File: src/rtl/contador_regresivo.sv
// Down-counter with load, enable and a one-cycle terminal-count flag (FSM: REPOSO/CONTANDO/FIN).
// Define CONTADOR_REGRESIVO_RECARGA_EN to make FIN reload MAXIMO and keep counting periodically.
module contador_regresivo #(
    parameter int ANCHO  = 4,
    parameter int MAXIMO = 10
) (
    input  logic             i_clk,
    input  logic             i_rst_n,
    input  logic             i_cargar,
    input  logic [ANCHO-1:0] i_valor,
    input  logic             i_habilitar,
    output logic [ANCHO-1:0] o_cuenta,
    output logic             o_fin,
    output logic             o_ocupado,
    output logic [1:0]       o_estado
);

    typedef enum logic [1:0] {
        REPOSO   = 2'd0,
        CONTANDO = 2'd1,
        FIN      = 2'd2
    } estado_t;

    localparam logic [ANCHO-1:0] MAX_L = ANCHO'(MAXIMO);
    localparam logic [ANCHO-1:0] UNO   = ANCHO'(1);

    estado_t          estado;
    estado_t          estado_sig;
    logic [ANCHO-1:0] cuenta_sig;
    logic [ANCHO-1:0] valor_sat;

    assign valor_sat = (i_valor > MAX_L) ? MAX_L : i_valor;
    assign o_estado  = estado;

    // A load wins over counting and over leaving FIN in the same cycle.
    always_comb begin
        estado_sig = estado;
        cuenta_sig = o_cuenta;
        if (i_cargar) begin
            cuenta_sig = valor_sat;
            estado_sig = (valor_sat == '0) ? FIN : CONTANDO;
        end else begin
            case (estado)
                REPOSO: begin
                    estado_sig = REPOSO;
                end
                CONTANDO: begin
                    if (i_habilitar) begin
                        if (o_cuenta > UNO) begin
                            cuenta_sig = o_cuenta - UNO;
                        end else begin
                            cuenta_sig = '0;
                            estado_sig = FIN;
                        end
                    end
                end
                FIN: begin
`ifdef CONTADOR_REGRESIVO_RECARGA_EN
                    cuenta_sig = MAX_L;
                    estado_sig = CONTANDO;
`else
                    cuenta_sig = '0;
                    estado_sig = REPOSO;
`endif
                end
                default: begin
                    cuenta_sig = '0;
                    estado_sig = REPOSO;
                end
            endcase
        end
    end

    // Flags are registered from the next state so they line up with the state register.
    always_ff @(posedge i_clk or negedge i_rst_n) begin
        if (!i_rst_n) begin
            estado    <= REPOSO;
            o_cuenta  <= '0;
            o_fin     <= 1'b0;
            o_ocupado <= 1'b0;
        end else begin
            estado    <= estado_sig;
            o_cuenta  <= cuenta_sig;
            o_fin     <= (estado_sig == FIN);
            o_ocupado <= (estado_sig != REPOSO);
        end
    end

endmodule

File: config.mk
export PLATFORM = sky130hd
export DESIGN_NAME = contador_regresivo
export DESIGN_NICKNAME = d
export VERILOG_FILES = /design/src/rtl/contador_regresivo.sv
export SDC_FILE = /design/constraint.sdc
export NUM_CORES = 1
export LEC_CHECK = 0
export BUFFER_PORTS_ARGS = -buffer_cell sky130_fd_sc_hd__buf_4
export CAP_MARGIN = 15
export CORE_AREA = 2 2 39 41
export DETAILED_ROUTE_END_ITERATION = 10
export DIE_AREA = 0 0 41 43
export GPL_TIMING_DRIVEN = 0
export SYNTH_ARGS = -nofsm -noshare
export SYNTH_HDL_FRONTEND = slang
export SYNTH_SLANG_ARGS = --single-unit
File: constraint.sdc
create_clock -name i_clk -period 1.5 [get_ports i_clk]
set_input_delay 0.15 -clock i_clk [delete_from_list [all_inputs] [get_ports i_clk]]
set_output_delay 0.15 -clock i_clk [all_outputs]
set_load 0.005 [all_outputs]
==> results summary <==
The area fraction in compound gates after synthesis came to 0.3110. The signal on the critical path passes through inv_1 -> ha_2 -> nor2_4 -> o311a_1 -> o22a_2. Setup repair after global routing left no endpoint under its margin.

The die covers roughly 1800 µm². CTS placed an instance of sky130_fd_sc_hd__clkbuf_4 at the clock tree root. In this design, the stage delay of the slowest critical-path cell is 0.44 ns. The library cell used most frequently in the layout, excluding fill and tap cells, is sky130_fd_sc_hd__buf_4. The HPWL after detailed placement is 870.7 µm. The number of antenna repair diodes is 0. The number of instances in the synthesized netlist is 51. Clock tree synthesis inserted a total of 3 buffers. The H-tree depth reported by CTS came out at 1. The clock tree from TritonCTS is built. The first detailed-routing pass took 4 iterations. The critical register-to-register path startpoint is o_cuenta[0]. Clock skew on the completed layout was measured at 0.005921 ns. The cell area power density is 1319 nW/µm². The number of standard cells in the final layout excluding fillers is 86.

The routability congestion estimate is 0.7916. The standby leakage power is between 0.3 and 0.4 nW. The die span in y came out at 43 µm. Counting along the longest clock path gives a buffer depth of 2.

The highest-delay cell along the critical path is sky130_fd_sc_hd__dfrtp_2. The number of warnings reported in the yosys synthesis log is 0. The flow ran to the end, and the final reports show no timing, DRC or antenna violations. The adder-cell area share of the yosys netlist came out at 0.04785. The final routed DRC violation total came out at 0. The die is 41 µm wide. The area of the placeable core came out at 1384 µm². The remaining max-slew budget at the tightest pin is 0.7748. The top achievable clock speed is 711.3 MHz. The number of slew-limit violations in the final report came out at 0. A synthesized cell averages 10.25 µm².

The count of unique library cells instantiated by Yosys is 31. The min-delay analysis places its worst path in the category input pin to flip-flop. Setup violations remaining at the end of the flow were counted as 0. The post-synthesis register bit count came out at 8. The via count of the first global-routing pass came out at ~430. The worst path buffer plus inverter count is 1. The measured slew at the worst slew-check pin is 0.3374 ns. The post-synth net total came out at ~60. Subtracting the final worst setup slack from the clock period gives about 1.4 ns.

The critical path runs through a total of 5 cells. The simple-gate share of the synthesized area is 0.1914. The number of cells on the worst reg-to-reg path is 5. The worst register-to-register path has a setup slack of 0.09 ns. The worst setup path is of the flip-flop to flip-flop kind. Entering global routing, the biggest net connects 10 pins. The worst hold slack across all endpoints is 0.1428 ns. By area, the combinational part of the netlist is dominated by compound AO/OA/AOI/OAI gates. After synthesis, the share of cell area in mux cells is 0. The worst path required time came out at 1.66 ns.

The clock transition at the register clock pins on the worst setup and hold paths after CTS is 0.06 ns. In the layout the commonest cells are sky130_fd_sc_hd__buf_4, sky130_fd_sc_hd__dfrtp_1, sky130_fd_sc_hd__inv_1. For this block, the initial DRC count from the detailed router was 21. For this block, the routed nets add up to 1.169 mm of wire. Of the cells placed in the final design, the portion with a size suffix greater than 1 is 0.4429. Pin placement for this block handled 16 I/O pins. The number of stages on the worst hold path is 3. The initial utilization of the core area, before any placement, comes to 0.3779. The count of final hold-check violations came to 0. The termination of the worst setup path is o_cuenta[1]. The initial antenna violation count came out at 0. The routed length per instance came out at 13.59 µm. The relative area change from synthesis to final layout is 33.73%.

In this run the worst setup path begins at o_cuenta[0]. The worst endpoint data arrival time is 1.56 ns. The count of input and output buffers is 15. Across all layers, the routed design uses 503 vias. The row count came out at 14.

The first global-routing pass estimated 2.007 mm of wire. The cell family contributing the most delay on the critical path is compound AO/OA/AOI/OAI gates. The worst-path maximum fanout came out at 6. Across the VDD grid, the largest voltage drop is between 0.0006 and 0.0007 V. Across the run, the number of max-cap violations was 0.

The share of the clock period used by the worst path after layout came out at 0.9373. The total number of clock tree sinks came out at 8. In this run the critical register-to-register path is captured at o_cuenta[1]. The portion of the post-synthesis area used by sequential elements came out at 0.3828.

The per-cell via count in the routed design is 5.849. The detail route stage leaves a number of antenna-violating nets equal to 0. The summed instance area of the synthesized netlist came out at roughly 520 µm². The final layout net count came out at slightly above 80. In the global route stage, overall resource usage came out at 0.1765.

The source of the worst hold timing path is i_valor[3]. The number of post-CTS setup repair buffers came out at 0. STA classifies the critical path startpoint as a flip-flop. The worst-skew pair later-pin latency came out at 0.26 ns. The capturing element type of the critical path is a flip-flop. The leftover overflow at the end of global routing is 0. The number of placed instances with taps included came out at 82.

Of the total synthesized cell area, the portion taken by XOR and XNOR cells is 0.
==> where the power goes <==
group	total, mW	leakage, nW	switching [mW]	internal (mW)
registers	0.319	0.0948	0.0513	0.268
clock network	0.172	0.0138	0.0799	0.0920
logic	0.432	0.214	0.207	0.225
==> tightest hold or removal path, cell delays in order <==
cell and delay (ns):
sky130_fd_sc_hd__buf_4 0.09, sky130_fd_sc_hd__nand2_1 0.05, sky130_fd_sc_hd__o211ai_1 0.07
==> how the worst min path moves through the flow <==
stage / end
after CTS: o_cuenta[3]
after global routing: o_cuenta[3]
after detailed placement: o_cuenta[2]
after global placement: o_ocupado
final: o_cuenta[3]
after floorplan: o_cuenta[0]
==> stage by stage <==
| step | area, µm² | setup TNS [ns] | setup slack [ns] | total power [mW] | utilization |
|---|---|---|---|---|---|
| floorplan | 523.0 | 0 | 0.1588 | 0.5651 | - |
| global placement | 655.6 | 0 | 0.008195 | 0.7170 | 0.4738 |
| detailed placement | 655.6 | -0.001702 | -0.001702 | 0.7228 | 0.4738 |
| CTS | 690.7 | 0 | 0.07201 | 0.9050 | 0.4991 |
| global route | 699.4 | 0 | 0.03037 | 0.9952 | 0.5054 |
| finish | 699.4 | 0 | 0.09405 | 0.9226 | 0.5054 |
==> state kept, by name (all words and copies together), names as in the netlist <==
signal     cells
o_cuenta       4
o_fin          1
o_ocupado      1
o_estado       2
==> cell families (layout without fill, tap and decap cells) <==
logic type | after synthesis | count (layout)
AOI/OAI and AO/OA | 20 | 20
DFF | 8 | 8
adders and majority gates | 2 | 2
and+or+nand+nor | 13 | 13
buffers and inverters | 8 | 27
==> final cells by class <==
class	count	area (µm²)
Sequential cell	8	201.4
Inverter	6	22.52
Clock buffer	3	22.52
Buffer	2	12.51
Fill cell	134	684.4
Multi-Input combinational cell	35	297.8
Tap cell	16	20.02
Timing Repair Buffer	16	122.6
==> cells in the mapped netlist (all sizes together) <==
master / n / area share
o211ai: 1 / 0.014
o31ai: 1 / 0.014
o31a: 1 / 0.017
a311oi: 1 / 0.017
o21ai: 2 / 0.019
nor3b: 1 / 0.036
nor3: 1 / 0.0096
nor2: 2 / 0.014
ha: 2 / 0.048
a31oi: 1 / 0.012
o22a: 1 / 0.019
nor2b: 1 / 0.012
o311a: 1 / 0.019
and3b: 1 / 0.017
a2bb2o: 1 / 0.038
inv: 6 / 0.043
o311ai: 1 / 0.017
o41ai: 1 / 0.017
dfrtp: 8 / 0.38
a31o: 2 / 0.033
nand2: 1 / 0.0072
nand3: 2 / 0.019
or2: 1 / 0.012
a211o: 1 / 0.019
buf: 2 / 0.024
nor4: 2 / 0.053
a21oi: 4 / 0.038
nand2b: 1 / 0.012
a22o: 1 / 0.017
==> what timing repair did <==
| action | CTS | global route |
|---|---|---|
| hold endpoints to repair | 8 | 0 |
| setup endpoints to repair | 2 | 4 |
| pin swaps | 0 | 0 |
| gates resized for setup | 1 | 3 |
| cloned | 0 | 0 |
| hold buffers | 1 | 0 |
==> per-layer routing <==
layer	up-vias	share of wire	track usage
li1	235	-	-
met1	243	0.43	0.2591
met2	21	0.48	0.2063
met3	4	0.065	0.06283
met4	0	0.029	0.1200
met5	-	0	0
(Power assumes the default switching activity.)
